### src/rtl/fpu_pkg.sv
// Shared definitions for the sequential binary32 divider.
package fpu_pkg;

  localparam int unsigned BIAS      = 127;
  localparam int unsigned DIV_ITERS = 26;
  localparam logic [31:0] QNAN      = 32'h7FC00000;
  localparam logic [31:0] PINF      = 32'h7F800000;

  localparam int unsigned MANT_W = 24;          // mantissa with hidden bit
  localparam int unsigned Q_W    = DIV_ITERS;   // quotient bits incl. guard/round
  localparam int unsigned REM_W  = MANT_W + 2;  // remainder never reaches 2*divisor
  localparam int unsigned CNT_W  = 5;
  localparam int unsigned EXP_W  = 10;          // signed working exponent

  typedef enum logic [2:0] {
    S_IDLE,
    S_PREP,
    S_DIV,
    S_ROUND,
    S_DONE
  } state_e;

  typedef struct packed {
    logic nan;
    logic inf;
    logic zero;
  } fclass_t;

  // Exponent field 0 is zero: denormals are flushed.
  function automatic fclass_t classify(input logic [31:0] f);
    fclass_t c;
    c.nan  = (f[30:23] == 8'hFF) && (f[22:0] != 23'd0);
    c.inf  = (f[30:23] == 8'hFF) && (f[22:0] == 23'd0);
    c.zero = (f[30:23] == 8'h00);
    return c;
  endfunction

endpackage

### src/rtl/fdiv_mant_iter.sv
// Restoring mantissa divider, one quotient bit per cycle.
//   load     : capture dividend/divisor and start DIV_ITERS iterations
//   dividend : normalised dividend, already pre-shifted so quotient is in [1,2)
//   divisor  : normalised divisor {1,m}
//   quot     : quotient shift register (MSB is the integer bit)
//   sticky_c : remainder non-zero
//   last_c   : the current cycle performs the final iteration
module fdiv_mant_iter
  import fpu_pkg::*;
(
  input  logic              clk,
  input  logic              rstn,
  input  logic              load,
  input  logic [MANT_W:0]   dividend,
  input  logic [MANT_W-1:0] divisor,
  output logic [Q_W-1:0]    quot,
  output logic              sticky_c,
  output logic              last_c
);

  logic [REM_W-1:0]  rem_q;
  logic [MANT_W-1:0] div_q;
  logic [CNT_W-1:0]  cnt_q;
  logic              ge;
  logic [REM_W-1:0]  diff;

  // Trial subtraction for the current bit.
  always_comb begin
    ge   = rem_q >= REM_W'(div_q);
    diff = ge ? (rem_q - REM_W'(div_q)) : rem_q;
  end

  always_ff @(posedge clk) begin
    if (!rstn) begin
      rem_q <= '0;
      div_q <= '0;
      cnt_q <= '0;
      quot  <= '0;
    end else if (load) begin
      rem_q <= REM_W'(dividend);
      div_q <= divisor;
      cnt_q <= CNT_W'(DIV_ITERS);
      quot  <= '0;
    end else if (cnt_q != '0) begin
      quot  <= {quot[Q_W-2:0], ge};
      rem_q <= {diff[REM_W-2:0], 1'b0};
      cnt_q <= cnt_q - CNT_W'(1);
    end
  end

  assign sticky_c = (rem_q != '0);
  assign last_c   = (cnt_q == CNT_W'(1));

endmodule

### src/rtl/fdiv_seq.sv
// Sequential IEEE-754 binary32 divider, round-to-nearest-even, fixed latency.
//   clk, rstn : clock, synchronous active-low reset
//   x1, x2    : dividend / divisor, captured on in_valid && in_ready
//   in_ready  : unit idle
//   y         : quotient, held while out_valid is high
//   out_valid : result available; out_ready consumes it
module fdiv_seq
  import fpu_pkg::*;
(
  input  logic        clk,
  input  logic        rstn,
  input  logic [31:0] x1,
  input  logic [31:0] x2,
  input  logic        in_valid,
  output logic        in_ready,
  output logic [31:0] y,
  output logic        out_valid,
  input  logic        out_ready
);

  state_e state_q, state_d;

  logic [31:0]             a_q, b_q;
  logic                    sign_q;
  logic signed [EXP_W-1:0] exp_q;
  logic                    spec_q;
  logic [31:0]             spec_val_q;

  logic        load_ops, capture, iter_load;
  logic [31:0] y_d;
  logic        out_valid_d, in_ready_d;

  logic [Q_W-1:0] quot;
  logic           sticky_c, last_c;

  // PREP: classification, mantissa alignment and exponent difference.
  fclass_t                 ca, cb;
  logic [MANT_W-1:0]       ma0, mb;
  logic                    adj;
  logic [MANT_W:0]         ma;
  logic signed [EXP_W-1:0] exp_prep;
  logic                    sign_prep, spec_prep;
  logic [31:0]             spec_val_prep;

  always_comb begin
    ca        = classify(a_q);
    cb        = classify(b_q);
    ma0       = {1'b1, a_q[22:0]};
    mb        = {1'b1, b_q[22:0]};
    adj       = ma0 < mb;
    ma        = adj ? {ma0, 1'b0} : {1'b0, ma0};
    exp_prep  = EXP_W'(a_q[30:23]) - EXP_W'(b_q[30:23]) + EXP_W'(BIAS) - EXP_W'(adj);
    sign_prep = a_q[31] ^ b_q[31];
    spec_prep     = 1'b1;
    spec_val_prep = QNAN;
    if (ca.nan || cb.nan || (ca.zero && cb.zero) || (ca.inf && cb.inf)) begin
      spec_val_prep = QNAN;
    end else if (ca.inf || cb.zero) begin
      spec_val_prep = {sign_prep, PINF[30:0]};
    end else if (ca.zero || cb.inf) begin
      spec_val_prep = {sign_prep, 31'd0};
    end else begin
      spec_prep = 1'b0;
    end
  end

  fdiv_mant_iter u_iter (
    .clk      (clk),
    .rstn     (rstn),
    .load     (iter_load),
    .dividend (ma),
    .divisor  (mb),
    .quot     (quot),
    .sticky_c (sticky_c),
    .last_c   (last_c)
  );

  // ROUND: RNE on guard/round/sticky, then range checks.
  logic                    rup;
  logic [MANT_W:0]         mant_r;
  logic signed [EXP_W-1:0] exp_r;
  logic [31:0]             y_res;

  always_comb begin
    rup    = quot[1] & (quot[0] | sticky_c | quot[2]);
    mant_r = {1'b0, quot[Q_W-1:2]} + (MANT_W+1)'(rup);
    exp_r  = exp_q + EXP_W'(mant_r[MANT_W]);
    if (spec_q) begin
      y_res = spec_val_q;
    end else if (exp_r >= 10'sd255) begin
      y_res = {sign_q, PINF[30:0]};
    end else if (exp_r <= 10'sd0) begin
      y_res = {sign_q, 31'd0};
    end else begin
      y_res = {sign_q, exp_r[7:0], mant_r[MANT_W-2:0]};
    end
  end

  // Next state and next register values.
  always_comb begin
    state_d     = state_q;
    load_ops    = 1'b0;
    capture     = 1'b0;
    iter_load   = 1'b0;
    y_d         = y;
    out_valid_d = out_valid;
    case (state_q)
      S_IDLE: begin
        if (in_valid) begin
          load_ops = 1'b1;
          state_d  = S_PREP;
        end
      end
      S_PREP: begin
        capture   = 1'b1;
        iter_load = 1'b1;
        state_d   = S_DIV;
      end
      S_DIV: begin
        if (last_c) state_d = S_ROUND;
      end
      S_ROUND: begin
        y_d     = y_res;
        state_d = S_DONE;
      end
      S_DONE: begin
        // out_valid trails entry into DONE by one cycle: 29-cycle latency.
        if (out_valid && out_ready) begin
          out_valid_d = 1'b0;
          state_d     = S_IDLE;
        end else begin
          out_valid_d = 1'b1;
        end
      end
      default: state_d = S_IDLE;
    endcase
    in_ready_d = (state_d == S_IDLE);
  end

  // State register.
  always_ff @(posedge clk) begin
    if (!rstn) state_q <= S_IDLE;
    else       state_q <= state_d;
  end

  // Outputs and operation context.
  always_ff @(posedge clk) begin
    if (!rstn) begin
      y          <= '0;
      out_valid  <= 1'b0;
      in_ready   <= 1'b1;
      a_q        <= '0;
      b_q        <= '0;
      sign_q     <= 1'b0;
      exp_q      <= '0;
      spec_q     <= 1'b0;
      spec_val_q <= '0;
    end else begin
      y         <= y_d;
      out_valid <= out_valid_d;
      in_ready  <= in_ready_d;
      if (load_ops) begin
        a_q <= x1;
        b_q <= x2;
      end
      if (capture) begin
        sign_q     <= sign_prep;
        exp_q      <= exp_prep;
        spec_q     <= spec_prep;
        spec_val_q <= spec_val_prep;
      end
    end
  end

endmodule
### config.mk
export PLATFORM = sky130hd
export DESIGN_NAME = fdiv_seq
export DESIGN_NICKNAME = d
export VERILOG_FILES = /design/src/rtl/fpu_pkg.sv /design/src/rtl/fdiv_mant_iter.sv /design/src/rtl/fdiv_seq.sv
export SDC_FILE = /design/constraint.sdc
export NUM_CORES = 1
export LEC_CHECK = 0
export ABC_AREA = 0
export CAP_MARGIN = 25
export CORE_MARGIN = 5
export CORE_UTILIZATION = 65
export CTS_BUF_LIST = sky130_fd_sc_hd__clkbuf_2
export CTS_CLUSTER_DIAMETER = 40
export DETAILED_ROUTE_END_ITERATION = 10
export GPL_TIMING_DRIVEN = 0
export PLACE_DENSITY = 0.95
export SYNTH_ARGS = -nofsm -noshare
export SYNTH_HDL_FRONTEND = slang
export SYNTH_SLANG_ARGS = --single-unit
### constraint.sdc
create_clock -name clk -period 11.9 [get_ports clk]
set_clock_uncertainty 0.15 [all_clocks]
set_input_delay 2.38 -clock clk [delete_from_list [all_inputs] [get_ports clk]]
set_output_delay 2.38 -clock clk [all_outputs]
set_load 0.02 [all_outputs]
# Word-level counts from Yosys, hierarchy flattened
# Cells that the tools add are included.
[totals]
register_bits = 226
elab_cells = 86
in_bits = 68
[classes]
bitwise_logic = 5
n_mux = 23
n_reduce_logical = 24
n_lt_le_gt_ge = 4
add_sub_neg = 7
n_eq_ne = 7
[ops]
columns = ["cell", "count"]
rows = [
  ["2-to-1 mux 32 bit", 4],
  ["2-to-1 mux 25 bit", 4],
  ["2-to-1 mux 31 bit", 2],
  ["zero test 23 bit", 2],
  ["nonzero test 23 bit", 2],
  ["greater-or-equal comparator 26 x 24 -> 1 bit", 1],
  ["nonzero test 26 bit", 1],
  ["adder 24 x 1 -> 25 bit", 1],
  ["subtractor 25 x 24 -> 25 bit", 1],
  ["less-than comparator 24 bit", 1],
  ["equality test 8 bit, second input constant", 2],
  ["zero test 8 bit", 2],
  ["one-hot mux 3 bit (5 select lines)", 1],
  ["adder 10 x 1 -> 10 bit", 1],
  ["adder 9 x 8 -> 10 bit, second input constant", 1],
  ["greater-or-equal comparator 10 x 9 -> 1 bit, second input constant", 1],
  ["less-or-equal comparator 10 x 1 -> 1 bit, second input constant", 1],
  ["2-to-1 mux 5 bit", 2],
  ["subtractor 10 x 1 -> 10 bit", 1],
  ["2-to-1 mux 3 bit", 3],
  ["subtractor 8 x 8 -> 9 bit", 1],
  ["logical AND 1 bit", 7],
  ["2-to-1 mux 1 bit", 7],
  ["equality test 3 x 2 -> 1 bit, second input constant", 2],
  ["13 further kinds", 19],
]

# Longest topological paths before layout
[depth]
word_depth = 10
mapped_depth = 21

# Cells and area by module
# From an unflattened synthesis, not the netlist that was laid out.
[unflattened]
hier_cells = 1461
hier_area_um2 = 11554.8
[modules_own_cells]
columns = ["module", "area_each_um2", "seq_area_each_um2", "cells_each", "instances"]
rows = [
  ["fdiv_seq", 6621.4, 2322.2, 836, 1],
  ["fdiv_mant_iter", 4933.5, 1621.6, 625, 1],
]

# Least setup slack after synthesis
# OpenSTA, ideal clock, no wires.
[synth_path]
path_type = "register -> register"
from = "register b_q[5]"
to = "register exp_q[9]"
path_stages_with_launch = 21
required_time_ns = 11.685
synth_period_minus_slack_ns = 3.884
arrival_ns = 3.669
slack_ns = 8.016
path_cell_list = "dfxtp_1 > inv_1 > ha_1 > a21o_1 > a2111oi_0 > o21ai_1 > o2bb2ai_1 > or2_1 > buf_2 > buf_2 > ha_1 > ha_1 > fa_1 > a21oi_1 > o21bai_1 > a21o_1 > a21oi_1 > nor2b_1 > nor4_1 > a21oi_1 > nor2_1"
[synth_via]
elab_chain_len = 2
[synth_lines]
columns = ["element", "line_no", "text"]
rows = [
  ["start: declaration", "fdiv_seq.sv:23", "logic [31:0] a_q, b_q;"],
  ["start signal: assignment", "fdiv_seq.sv:153", "b_q <= '0;"],
  ["start signal: assignment", "fdiv_seq.sv:164", "b_q <= x2;"],
  ["less-than comparator 24 bit", "fdiv_seq.sv:50", "adj = ma0 < mb;"],
  ["subtractor 10 x 1 -> 10 bit", "fdiv_seq.sv:52", "exp_prep = EXP_W'(a_q[30:23]) - EXP_W'(b_q[30:23]) + EXP_W'(BIAS) - EXP_W'(adj);"],
  ["end signal: assignment", "fdiv_seq.sv:168", "exp_q <= exp_prep;"],
  ["end: declaration", "fdiv_seq.sv:25", "logic signed [EXP_W-1:0] exp_q;"],
]
# Every way passes these cells.
# A chain may end at the register's enable or synchronous reset.

# Worst setup path in the final report
# Ends and elaborated chain as after synthesis.

==> flow_metrics.tcl <==
set metrics [dict create \
    cellInternalPower_mw 1.41 \
    final_cells 1799 \
    start_util_pct 65.5 \
    drt_iter0_markers 1212 \
    cts_tree "done" \
    row_count 48 \
    cts.path.max_buffers 2 \
    power.density_nw_per_um2 208 \
    worstSetupPathType "flip-flop to flip-flop" \
    die_y_um 141 \
    synthToLayoutAreaGrowth_pct 13.9 \
    ant_nets 0 \
    hold_buffers 0 \
    nets 1697 \
    vias_per_cell 6.28 \
    cap_viol_max_count 0 \
    setup_viol 0 \
    syn_area_per_cell_um2 7.76 \
    tns_ns 0 \
    grt_antenna_before_repair 1 \
    nFillCells 1260 \
    max_stage_delay_ns 0.50 \
    worst_slew_pin_slew_ns 0.835 \
    port_buffers 100 \
    grt_use_total_pct 31.9 \
    cts.htree.levels 4 \
    p_leak_nw 4.78 \
    grt_max_degree 21 \
    grt_pass1_vias 10700 \
    netSwitchingFraction_pct 46.7 \
    synth_flop_cell "dfxtp_1" \
    multi_input_area_um2 6570 \
    clkPwrFrac_pct 13.3 \
    wl_per_cell_um 18.0 \
    synth_edf_count 0 \
    grt_setup_unrepaired "no" \
    postCtsSetupBuffers 0 \
    ir_drop_uv 99.8 \
    grt_pass1_wl_um 51800 \
    netlist_area_um2 11200 \
    io_pins 102 \
    cts_buffers 17 \
    coreArea_um2 17100 \
    hold_viol 0 \
    slowest_stage "dfxtp_1" \
    ys_types 82 \
    design.die.area_um2 19900 \
    dpl.cell_count 1765 \
    drc_errors 0 \
    clock_sinks 197 \
    switchingPower_mw 1.24 \
    ys.warnings.count 0 \
    syn_nets 1578 \
    ys_seq_area_share_pct 35.3 \
    finalPower_mw 2.65 \
    layout-drive-gt1-share_pct 4.20 \
    cp-end-kind "flip-flop" \
    cp.required_ns 12.56 \
    synthArstFlopShare_pct 0 \
    crit_path_start_kind "flip-flop" \
    r2r_slack_ns 7.17 \
    seq_power_share_pct 31.7 \
    hold_path.class "flip-flop to flip-flop" \
    wl_um 32400 \
    path_clk_slew_ns 0.33 \
    cp_max_fo 10 \
    power_frac_comb_pct 55.0 \
    first_pass_iters 6 \
    clkLatencyLatePin_ns 0.84 \
    crit_chain "inv_1 -> ha_1 -> a21o_1 -> a2111oi_0 -> o21ai_1 -> o2bb2ai_1 -> or2_1 -> buf_2 -> buf_2 -> ha_1 -> ha_1 -> fa_1 -> a21oi_1 -> o21bai_1 -> a21o_1 -> a21oi_1 -> nor2b_1 -> nor4_1 -> a21oi_1 -> nor2_1" \
    overflow 0 \
    cp.arrival_ns 5.39 \
    post-route-min-period_ns 4.73 \
    status "complete, no violations" \
    clockRootBuffer "clkbuf_2" \
    fmax_ghz 0.211 \
    post_cts_resized 0 \
    timing.slew.headroom_pct 44.1 \
    seq_area_um2 3940 \
    syn_inst 1440 \
    min_period_over_period_pct 39.8 \
    slew_violations 0 \
    vias 11300 \
    gp_congestion 0.976 \
    die_w_um 141 \
    ys_seq_elements 197 \
    place_hpwl_um 24800 \
]
[kinds of logic after synthesis]
family,Yosys count,synth area share [%]
AOI/OAI and AO/OA,371,21.1
xor gates and xnor gates,59,4.63
adders and majority gates,70,8.04
buffers and inverters,165,5.86
DFF,197,35.3
muxes,26,2.35
and+or+nand+nor,552,22.7
[layer usage]
layer  vias up  global-route usage (%)  routed length [um]  part of all wire, %
met5         -                       0                   0                    0
met4         0                    16.0                1680                  5.2
met3       164                    6.00                2950                  9.1
met2       641                    54.3               15300                   47
met1      5196                    38.4               12400                   38
li1       5292                       -                   -                    -
[path summary, 6_finish.rpt]
check	startpoint	to	depth (start not counted)
setup reg to reg	b_q[5]$_SDFFE_PN0P_	exp_q[9]$_SDFFE_PN0P_	20
hold reg to reg	y[6]$_SDFFE_PN0N_	y[6]$_SDFFE_PN0N_	2
hold / removal	y[6]$_SDFFE_PN0N_	y[6]$_SDFFE_PN0N_	2
setup / recovery	b_q[5]$_SDFFE_PN0P_	exp_q[9]$_SDFFE_PN0P_	20
[area by class of cell]
type,count,area share [%]
inverter,85,2.51
antenna,2,0.0393
clock buffer,17,0.669
clock inverter,15,1.45
multi-input combinational,1078,51.6
buffer,80,2.63
tap,225,2.21
sequential,197,31.0
timing repair buffer,100,7.86
[synthesized netlist by cell type, types with 7 or more instances]
| cell | count | area [um^2] |
|---|---|---|
| nand2_1 | 308 | 1160 |
| dfxtp_1 | 197 | 3940 |
| a21oi_1 | 188 | 941 |
| inv_1 | 84 | 315 |
| ha_1 | 67 | 838 |
| clkbuf_1 | 54 | 203 |
| nor2_1 | 50 | 188 |
| nand3_1 | 49 | 245 |
| xnor2_1 | 36 | 315 |
| nor3_1 | 33 | 165 |
| o21ai_0 | 30 | 150 |
| mux2i_1 | 24 | 240 |
| nor4_1 | 23 | 144 |
| xor2_1 | 23 | 201 |
| a21o_1 | 20 | 150 |
| nand4_1 | 19 | 119 |
| and3_1 | 17 | 106 |
| o211ai_1 | 17 | 128 |
| buf_1 | 16 | 60.1 |
| a221oi_1 | 12 | 105 |
| a211oi_1 | 10 | 75.1 |
| a31oi_1 | 10 | 62.6 |
| o21ai_1 | 9 | 45.0 |
| o31ai_1 | 8 | 60.1 |
| o21bai_1 | 7 | 52.6 |
| or3_1 | 7 | 43.8 |
[registers in the layout, indices dropped and copies added, names as in the netlist]
signal and flops:
a_q 32, b_q 32, y 32, u_iter.quot 26, u_iter.rem_q 26, u_iter.div_q 24, exp_q 10, u_iter.cnt_q 5
spec_val_q 3, state_q 3, in_ready 1, out_valid 1, sign_q 1, spec_q 1
[through the flow]
step	area [um^2]	setup slack (ns)	hold slack [ns]	utilization (%)
detailed placement	12500	7.14	0.293	73.0
finish	12700	7.17	0.318	74.6
floorplan	11200	8.02	0.282	-
global placement	12500	7.19	0.289	73.0
CTS	12700	7.27	0.319	74.6
global route	12700	6.89	0.336	74.6
[power groups by stage]
stage	clock network, mW	logic, mW	registers (mW)
6_report	0.353	1.46	0.839
5_1_grt	0.377	1.57	0.844
4_1_cts	0.352	1.41	0.831
3_5_place_dp	0	1.40	0.844
3_3_place_gp	0	1.36	0.839
2_1_floorplan	0	1.07	0.810
[layout by cell type (no fill, tap or decap), types with 6 or more instances in the layout]
cell type / instances
a21oi_1: 188
a21o_1: 20
nor3_1: 33
buf_2: 6
clkbuf_2: 17
o21ai_1: 9
buf_1: 16
a211oi_1: 10
clkbuf_1: 54
nand4_1: 19
mux2i_1: 24
a221oi_1: 12
a31oi_1: 10
nand3_1: 49
inv_1: 84
xnor2_1: 36
o31ai_1: 8
and3_1: 17
o211ai_1: 17
nor4_1: 23
o21bai_1: 7
nor2_1: 50
or3_1: 7
nand2_1: 308
clkdlybuf4s50_1: 100
and2_1: 6
dfxtp_1: 197
ha_1: 67
xor2_1: 23
o21ai_0: 30
[critical path, delay by kind of cell, from the launching register on]
| kind | cells | cell delay, ns |
|---|---|---|
| adders and majority gates | 4 | 1.12 |
| DFF | 1 | 0.50 |
| AOI/OAI and AO/OA | 9 | 1.81 |
| and+or+nand+nor | 4 | 0.68 |
| buffers and inverters | 3 | 0.46 |
(Power assumes the default switching activity.)
